===== src/rtl/neopix_frame_sched_if.sv =====
// ---------------------------------------------------------------------------
// neopix_frame_sched_if
//   Connects the NeoPixel frame scheduler to its SPI frame writer and its
//   LED serializer.
//
//   Writer side  : FRAME_DONE, WR_COUNT   (frame landed in bank WR_BANK)
//   Serializer   : TX_DONE                (last LED shifted out)
//   Scheduler    : TX_START, DISP_BANK, WR_BANK, DISP_COUNT,
//                  SWAP_PENDING, OVERRUN, FRAME_CNT
//
//   modport master : the scheduler itself
//   modport slave  : the writer/serializer side (or a testbench)
// ---------------------------------------------------------------------------
interface neopix_frame_sched_if #(
    parameter int NUM_LEDS = 256
);
    localparam int CNT_W = $clog2(NUM_LEDS) + 1;

    logic             FRAME_DONE;
    logic [CNT_W-1:0] WR_COUNT;
    logic             TX_DONE;
    logic             TX_START;
    logic             DISP_BANK;
    logic             WR_BANK;
    logic [CNT_W-1:0] DISP_COUNT;
    logic             SWAP_PENDING;
    logic             OVERRUN;
    logic [15:0]      FRAME_CNT;

    modport master (
        input  FRAME_DONE, WR_COUNT, TX_DONE,
        output TX_START, DISP_BANK, WR_BANK, DISP_COUNT,
               SWAP_PENDING, OVERRUN, FRAME_CNT
    );

    modport slave (
        output FRAME_DONE, WR_COUNT, TX_DONE,
        input  TX_START, DISP_BANK, WR_BANK, DISP_COUNT,
               SWAP_PENDING, OVERRUN, FRAME_CNT
    );
endinterface


===== src/rtl/neopix_frame_sched.sv =====
// ---------------------------------------------------------------------------
// neopix_frame_sched
//   Double-buffered frame scheduler for a NeoPixel (WS281x) string. The SPI
//   writer fills one RAM bank while the serializer streams the other. The
//   scheduler swaps banks only when the line is idle or the latch gap has
//   just expired, so a frame is never torn mid-transmission.
//
//   Ports
//     CLK    : system clock, rising edge
//     RST_N  : asynchronous active-low reset
//     bus    : neopix_frame_sched_if.master
//              in : FRAME_DONE, WR_COUNT, TX_DONE
//              out: TX_START, DISP_BANK, WR_BANK, DISP_COUNT,
//                   SWAP_PENDING, OVERRUN, FRAME_CNT
//
//   Parameters
//     NUM_LEDS    : LEDs per frame bank
//     LATCH_CYC   : line-low latch gap after each frame, in CLK cycles
//     REFRESH_CYC : period of unsolicited re-sends (refresh build only)
//
//   Build option
//     NEOPIX_SCHED_REFRESH_EN : when defined, the displayed bank is re-sent
//     every REFRESH_CYC cycles while no new frame arrives. Undefined, frames
//     go out only on a bank swap.
// ---------------------------------------------------------------------------
module neopix_frame_sched #(
    parameter int NUM_LEDS    = 256,
    parameter int LATCH_CYC   = 15000,
    parameter int REFRESH_CYC = 1000000
) (
    input  logic                 CLK,
    input  logic                 RST_N,
    neopix_frame_sched_if.master bus
);
    localparam int CNT_W = $clog2(NUM_LEDS) + 1;
    localparam int LAT_W = $clog2(LATCH_CYC + 1);

    typedef enum logic [1:0] {
        S_IDLE,
        S_START,
        S_SEND,
        S_LATCH
    } state_t;

    state_t           state;
    logic [LAT_W-1:0] lat_cnt;
    logic [CNT_W-1:0] pend_cnt;
    logic             tx_start;
    logic             disp_bank;
    logic [CNT_W-1:0] disp_count;
    logic             swap_pending;
    logic             overrun;
    logic [15:0]      frame_cnt;

    logic             pend_next;
    logic [CNT_W-1:0] cnt_next;
    logic             lat_exp;
    logic             swap_go;
    logic             refresh_go;
    logic             start_go;

    function automatic logic [CNT_W-1:0] clamp_count(input logic [CNT_W-1:0] c);
        if (c > CNT_W'(NUM_LEDS))
            return CNT_W'(NUM_LEDS);
        return c;
    endfunction

    assign pend_next = swap_pending | bus.FRAME_DONE;
    assign cnt_next  = bus.FRAME_DONE ? clamp_count(bus.WR_COUNT) : pend_cnt;
    assign lat_exp   = (state == S_LATCH) && (lat_cnt == '0);
    // A swap happens only with the line idle or right at latch expiry; a
    // FRAME_DONE arriving in that same cycle is folded into the swap.
    assign swap_go   = pend_next && ((state == S_IDLE) || lat_exp);
    assign start_go  = swap_go | refresh_go;

`ifdef NEOPIX_SCHED_REFRESH_EN
    localparam int REF_W = $clog2(REFRESH_CYC + 1);
    logic [REF_W-1:0] ref_cnt;
    // The timer sits at zero out of reset; refresh stays disarmed until a
    // real frame has been shown, so reset never triggers a spurious send.
    logic             ref_armed;

    assign refresh_go = (state == S_IDLE) && !pend_next && ref_armed && (ref_cnt == '0);
`else
    logic unused_refresh_cfg;

    assign refresh_go         = 1'b0;
    assign unused_refresh_cfg = (REFRESH_CYC > 0);
`endif

    always_ff @(posedge CLK or negedge RST_N) begin
        if (!RST_N) begin
            state        <= S_IDLE;
            lat_cnt      <= '0;
            pend_cnt     <= '0;
            tx_start     <= 1'b0;
            disp_bank    <= 1'b0;
            disp_count   <= '0;
            swap_pending <= 1'b0;
            overrun      <= 1'b0;
            frame_cnt    <= '0;
`ifdef NEOPIX_SCHED_REFRESH_EN
            ref_cnt      <= '0;
            ref_armed    <= 1'b0;
`endif
        end else begin
            // Bank bookkeeping
            if (swap_go) begin
                disp_bank    <= ~disp_bank;
                disp_count   <= cnt_next;
                swap_pending <= 1'b0;
            end else if (bus.FRAME_DONE) begin
                swap_pending <= 1'b1;
                pend_cnt     <= clamp_count(bus.WR_COUNT);
                if (swap_pending)
                    overrun <= 1'b1;
            end

            // TX_START is registered: it is high for the single cycle spent in START
            tx_start <= start_go;
            if (start_go)
                frame_cnt <= frame_cnt + 16'd1;

            case (state)
                S_IDLE: begin
                    if (start_go)
                        state <= S_START;
                end
                S_START: begin
                    state <= S_SEND;
                end
                S_SEND: begin
                    if (bus.TX_DONE) begin
                        lat_cnt <= LAT_W'(LATCH_CYC - 1);
                        state   <= S_LATCH;
                    end
                end
                S_LATCH: begin
                    if (lat_cnt == '0)
                        state <= swap_go ? S_START : S_IDLE;
                    else
                        lat_cnt <= lat_cnt - LAT_W'(1);
                end
                default: state <= S_IDLE;
            endcase

`ifdef NEOPIX_SCHED_REFRESH_EN
            if (swap_go)
                ref_armed <= 1'b1;
            if (start_go)
                ref_cnt <= REF_W'(REFRESH_CYC - 1);
            else if (ref_cnt != '0)
                ref_cnt <= ref_cnt - REF_W'(1);
`endif
        end
    end

    assign bus.TX_START     = tx_start;
    assign bus.DISP_BANK    = disp_bank;
    assign bus.WR_BANK      = ~disp_bank;
    assign bus.DISP_COUNT   = disp_count;
    assign bus.SWAP_PENDING = swap_pending;
    assign bus.OVERRUN      = overrun;
    assign bus.FRAME_CNT    = frame_cnt;

endmodule


===== src/flat_wrapper.sv =====
// flat-port wrapper written by rule: the top's interface ports become plain ports
module neopix_frame_sched_flat 
#(
    parameter int NUM_LEDS    = 256,
    parameter int LATCH_CYC   = 15000,
    parameter int REFRESH_CYC = 1000000
)
  (CLK, RST_N, bus_FRAME_DONE, bus_WR_COUNT, bus_TX_DONE, bus_TX_START, bus_DISP_BANK, bus_WR_BANK, bus_DISP_COUNT, bus_SWAP_PENDING, bus_OVERRUN, bus_FRAME_CNT);
  neopix_frame_sched_if #(.NUM_LEDS(NUM_LEDS)) bus_i ();
  input  logic CLK;
  input  logic RST_N;
  input wire logic [$bits(bus_i.FRAME_DONE)-1:0] bus_FRAME_DONE;
  input wire logic [$bits(bus_i.WR_COUNT)-1:0] bus_WR_COUNT;
  input wire logic [$bits(bus_i.TX_DONE)-1:0] bus_TX_DONE;
  output wire logic [$bits(bus_i.TX_START)-1:0] bus_TX_START;
  output wire logic [$bits(bus_i.DISP_BANK)-1:0] bus_DISP_BANK;
  output wire logic [$bits(bus_i.WR_BANK)-1:0] bus_WR_BANK;
  output wire logic [$bits(bus_i.DISP_COUNT)-1:0] bus_DISP_COUNT;
  output wire logic [$bits(bus_i.SWAP_PENDING)-1:0] bus_SWAP_PENDING;
  output wire logic [$bits(bus_i.OVERRUN)-1:0] bus_OVERRUN;
  output wire logic [$bits(bus_i.FRAME_CNT)-1:0] bus_FRAME_CNT;
  assign bus_i.FRAME_DONE = bus_FRAME_DONE;
  assign bus_i.WR_COUNT = bus_WR_COUNT;
  assign bus_i.TX_DONE = bus_TX_DONE;
  assign bus_TX_START = bus_i.TX_START;
  assign bus_DISP_BANK = bus_i.DISP_BANK;
  assign bus_WR_BANK = bus_i.WR_BANK;
  assign bus_DISP_COUNT = bus_i.DISP_COUNT;
  assign bus_SWAP_PENDING = bus_i.SWAP_PENDING;
  assign bus_OVERRUN = bus_i.OVERRUN;
  assign bus_FRAME_CNT = bus_i.FRAME_CNT;
  neopix_frame_sched #(.NUM_LEDS(NUM_LEDS), .LATCH_CYC(LATCH_CYC), .REFRESH_CYC(REFRESH_CYC)) u_core (.CLK(CLK), .RST_N(RST_N), .bus(bus_i));
endmodule

===== config.mk =====
export PLATFORM = sky130hd
export DESIGN_NAME = neopix_frame_sched_flat
export DESIGN_NICKNAME = d
export VERILOG_FILES = /design/src/rtl/neopix_frame_sched_if.sv /design/src/rtl/neopix_frame_sched.sv /design/src/flat_wrapper.sv
export SDC_FILE = /design/constraint.sdc
export NUM_CORES = 1
export LEC_CHECK = 0
export ABC_AREA = 0
export CELL_PAD_IN_SITES_DETAIL_PLACEMENT = 1
export CELL_PAD_IN_SITES_GLOBAL_PLACEMENT = 1
export CORE_UTILIZATION = 41
export DETAILED_ROUTE_END_ITERATION = 10
export HOLD_SLACK_MARGIN = 0.02
export PLACE_DENSITY_LB_ADDON = 0.1
export RECOVER_POWER = 50
export SLEW_MARGIN = 20
export SYNTH_ARGS = -nofsm -noshare
export SYNTH_HDL_FRONTEND = slang
export SYNTH_SLANG_ARGS = --single-unit
export TNS_END_PERCENT = 10

===== constraint.sdc =====
create_clock -name CLK -period 2.95 [get_ports CLK]
set_clock_uncertainty 0.2 [all_clocks]
set_input_delay 0.7375 -clock CLK [delete_from_list [all_inputs] [get_ports CLK]]
set_output_delay 0.7375 -clock CLK [all_outputs]
set_load 0.02 [all_outputs]

==> metrics.yaml <==
cts:
  cts_tree: "yes"
  cts.repair.resized: 0
  h-tree-depth: 2
  cts_made_buffers: 5
  clkLatencyLatePin_ps: 310
  clock_sinks: 54
  cts_root_buf: "clkbuf_8"
  cts_max_path_buffers: 2
  path_clk_slew_ps: 100
global_route:
  grtUsageMet2_pct: 29.75
  overflow: 0
  first_global_vias: 1994
  grt_max_degree: 31
  top_usage_layer: "met2"
  antenna_found_initial: 0
  use_met3_pct: 3.297
  gr-usage-met1_pct: 28.62
  track_usage_pct: 19.71
  grt_first_pass_wirelength_um: 9991
worst_setup_path:
  required_ps: 2990
  path_cells: "or4_1 -> nor4_4 -> o22ai_4 -> buf_4 -> nor3_1 -> xor2_1"
  slowest_stage: "or4_1"
  crit_type: "reg -> reg"
  worstPathMaxFanout: 18
  worstPathArrival_ps: 2770
  critPathLaunchType: "flip-flop"
  cp-end-kind: "flip-flop"
  cpPeakStageDelay_ps: 690
cells_and_area:
  drive_gt1_share_pct: 10.81
  fin_nets: 315
  layout_commonest_cell: "dfrtp_1"
  syn2layout_area_growth_pct: 22.54
  fillers: 695
  diodes: 0
  regArea_um2: 1351
  layout_common_cells: "54 x dfrtp_1, 29 x nand2_1, 28 x clkdlybuf4s50_1"
  multi_input_area_um2: 1229
pwr:
  ir_drop_v: 0.0004930
  leakagePower_nw: 1.388
  p_per_area_nw_per_um2: 864.5
  p_total_mw: 2.811
outcome:
  status: "complete, but fails checks"
  violations: "capacitance limit, slew limit"
sta:
  hold_ws_ps: 296.7
  relSlewSlack_pct: -8.082
  rsz0062_at_grt: "false"
  min_period_over_period_pct: 92.56
  min_period_ps: 2731
  fin_tns_setup_ps: 0
  worstMarginPinSlew_ps: 1621
  setup_viol: 0
  hold_viol_final: 0
  timing.fmax_ghz: 0.3662
  drv_slew: 31
place:
  port_buffers: 42
  routabilityCongestion: 0.7841
  dp_hpwl_um: 4246
yosys:
  synth-edff-count: 0
  ys_types: 39
  synth-async-reset-ratio_pct: 100.0
  synth_top_area_cell: "dfrtp_1"
  yosys-top-cells-area: "dfrtp_1 51%, xnor2_1 6.3%, mux2_2 4.2%, nand2_1 4.1%, mux2i_1 3.4%"
  syn_nets: 272
  synthCells: 252
  synth-seq-area-share_pct: 50.92
  ys.flop_type: "dfrtp_1"
  synth_area_um2: 2654
  synth_top_area_share_pct: 50.92
  syn_area_per_cell_um2: 10.53
  ys_warn_count: 0
  ys_ff_latch: 54
floorplan:
  rows: 28
  die_w_um: 82.45
  start_util_pct: 43.53
  fp.dieH_um: 82.45
  ios: 43
  core_um2: 6096
  dieArea_um2: 6798
drt:
  via_per_inst: 5.437
  drt_wl_total_um: 5891
  via_count: 2017
  avgRoutedWirePerCell_um: 15.88
  dr.first_iter.drc_count: 75
  drcViolationCount: 0
  first_pass_iters: 4
  final_antenna_net_count: 0
flow_run:
  drv_cap: 1
worst_hold_path:
  hp-class: "reg -> reg"
## cell type report
| type | instances | share of cell area, % |
|---|---|---|
| clock buffers | 6 | 2.232 |
| clock inverters | 2 | 1.154 |
| inverters | 6 | 0.6926 |
| multi-input cells | 181 | 37.78 |
| flip-flops and latches | 54 | 41.55 |
| well taps | 75 | 2.886 |
| repair buffers | 47 | 13.70 |
## repair_timing
action / 4_1_cts / 5_1_grt
endpoints found under the hold margin: 0 / 0
buffers inserted: 0 / 0
hold buffers: 0 / 0
endpoints found under the setup margin: 0 / 1
## cells in the mapped netlist (7+ instances only)
master / number
nor2b_1: 8
clkbuf_1: 7
nor3_1: 11
nand2_1: 29
nand4_1: 8
mux2i_1: 9
mux2_2: 10
o21ai_0: 13
nor4_1: 7
xnor2_1: 19
ha_1: 7
nor2_1: 16
dfrtp_1: 54
## where the power goes
group	leakage, nW	switching, mW	internal, mW
clock network	0.0514	0.254	0.254
registers	0.669	0.200	0.983
logic	0.668	0.622	0.499
total	1.39	1.08	1.74
## layer usage
layer	up-vias	share of wire [%]
li1	964	-
met1	1003	50
met2	42	46
met3	8	3.0
met4	0	1.3
met5	-	0
## final timing paths
check	startpoint	end	slack, ps	cells after the start
min reg2reg	u_core.bus.DISP_COUNT[0]$_DFFE_PN0P_	u_core.bus.DISP_COUNT[0]$_DFFE_PN0P_	300	2
max in group asynchronous	RST_N	u_core.bus.DISP_COUNT[5]$_DFFE_PN0P_	710	2
min	u_core.bus.DISP_COUNT[0]$_DFFE_PN0P_	u_core.bus.DISP_COUNT[0]$_DFFE_PN0P_	300	2
max reg2reg	u_core.lat_cnt[9]$_DFFE_PN0P_	u_core.bus.FRAME_CNT[14]$_DFFE_PN0P_	220	6
min in group asynchronous	RST_N	u_core.bus.FRAME_CNT[7]$_DFFE_PN0P_	620	1
max	u_core.lat_cnt[9]$_DFFE_PN0P_	u_core.bus.FRAME_CNT[14]$_DFFE_PN0P_	220	6
## state kept, by name (all words and copies together) (netlist names), 2 cells and up
register and flops:
u_core.bus.DISP_COUNT 9, u_core.lat_cnt 14, u_core.state 2, u_core.bus.FRAME_CNT 16, u_core.pend_cnt 9
## worst max-delay path, delay by kind of cell, from the launching register on
kind | cells | cell delay (ps)
DFF | 1 | 430
xor gates and xnor gates | 1 | 160
and+or+nand+nor | 3 | 1430
AOI/OAI and AO/OA | 1 | 190
buffers and inverters | 1 | 240
## kinds of logic after synthesis
logic type	after synthesis	share of synthesized area (%)
and+or+nand+nor	104	20.70
AOI/OAI and AO/OA	26	6.412
adders and majority gates	7	3.300
xor gates and xnor gates	25	8.251
buffers and inverters	17	2.782
DFF	54	50.92
muxes	19	7.638
## per-stage QoR
step	area [um2]	worst slack, ps	utilization (%)	std cells
after global placement	3149	261.0	51.66	363
final	3252	219.4	53.35	371
after CTS	3259	137.4	53.47	371
after floorplan	2654	447.0	-	252
after detailed placement	3149	168.7	51.66	363
after global routing	3252	90.30	53.35	371
Power figures use the tool's default switching activity.
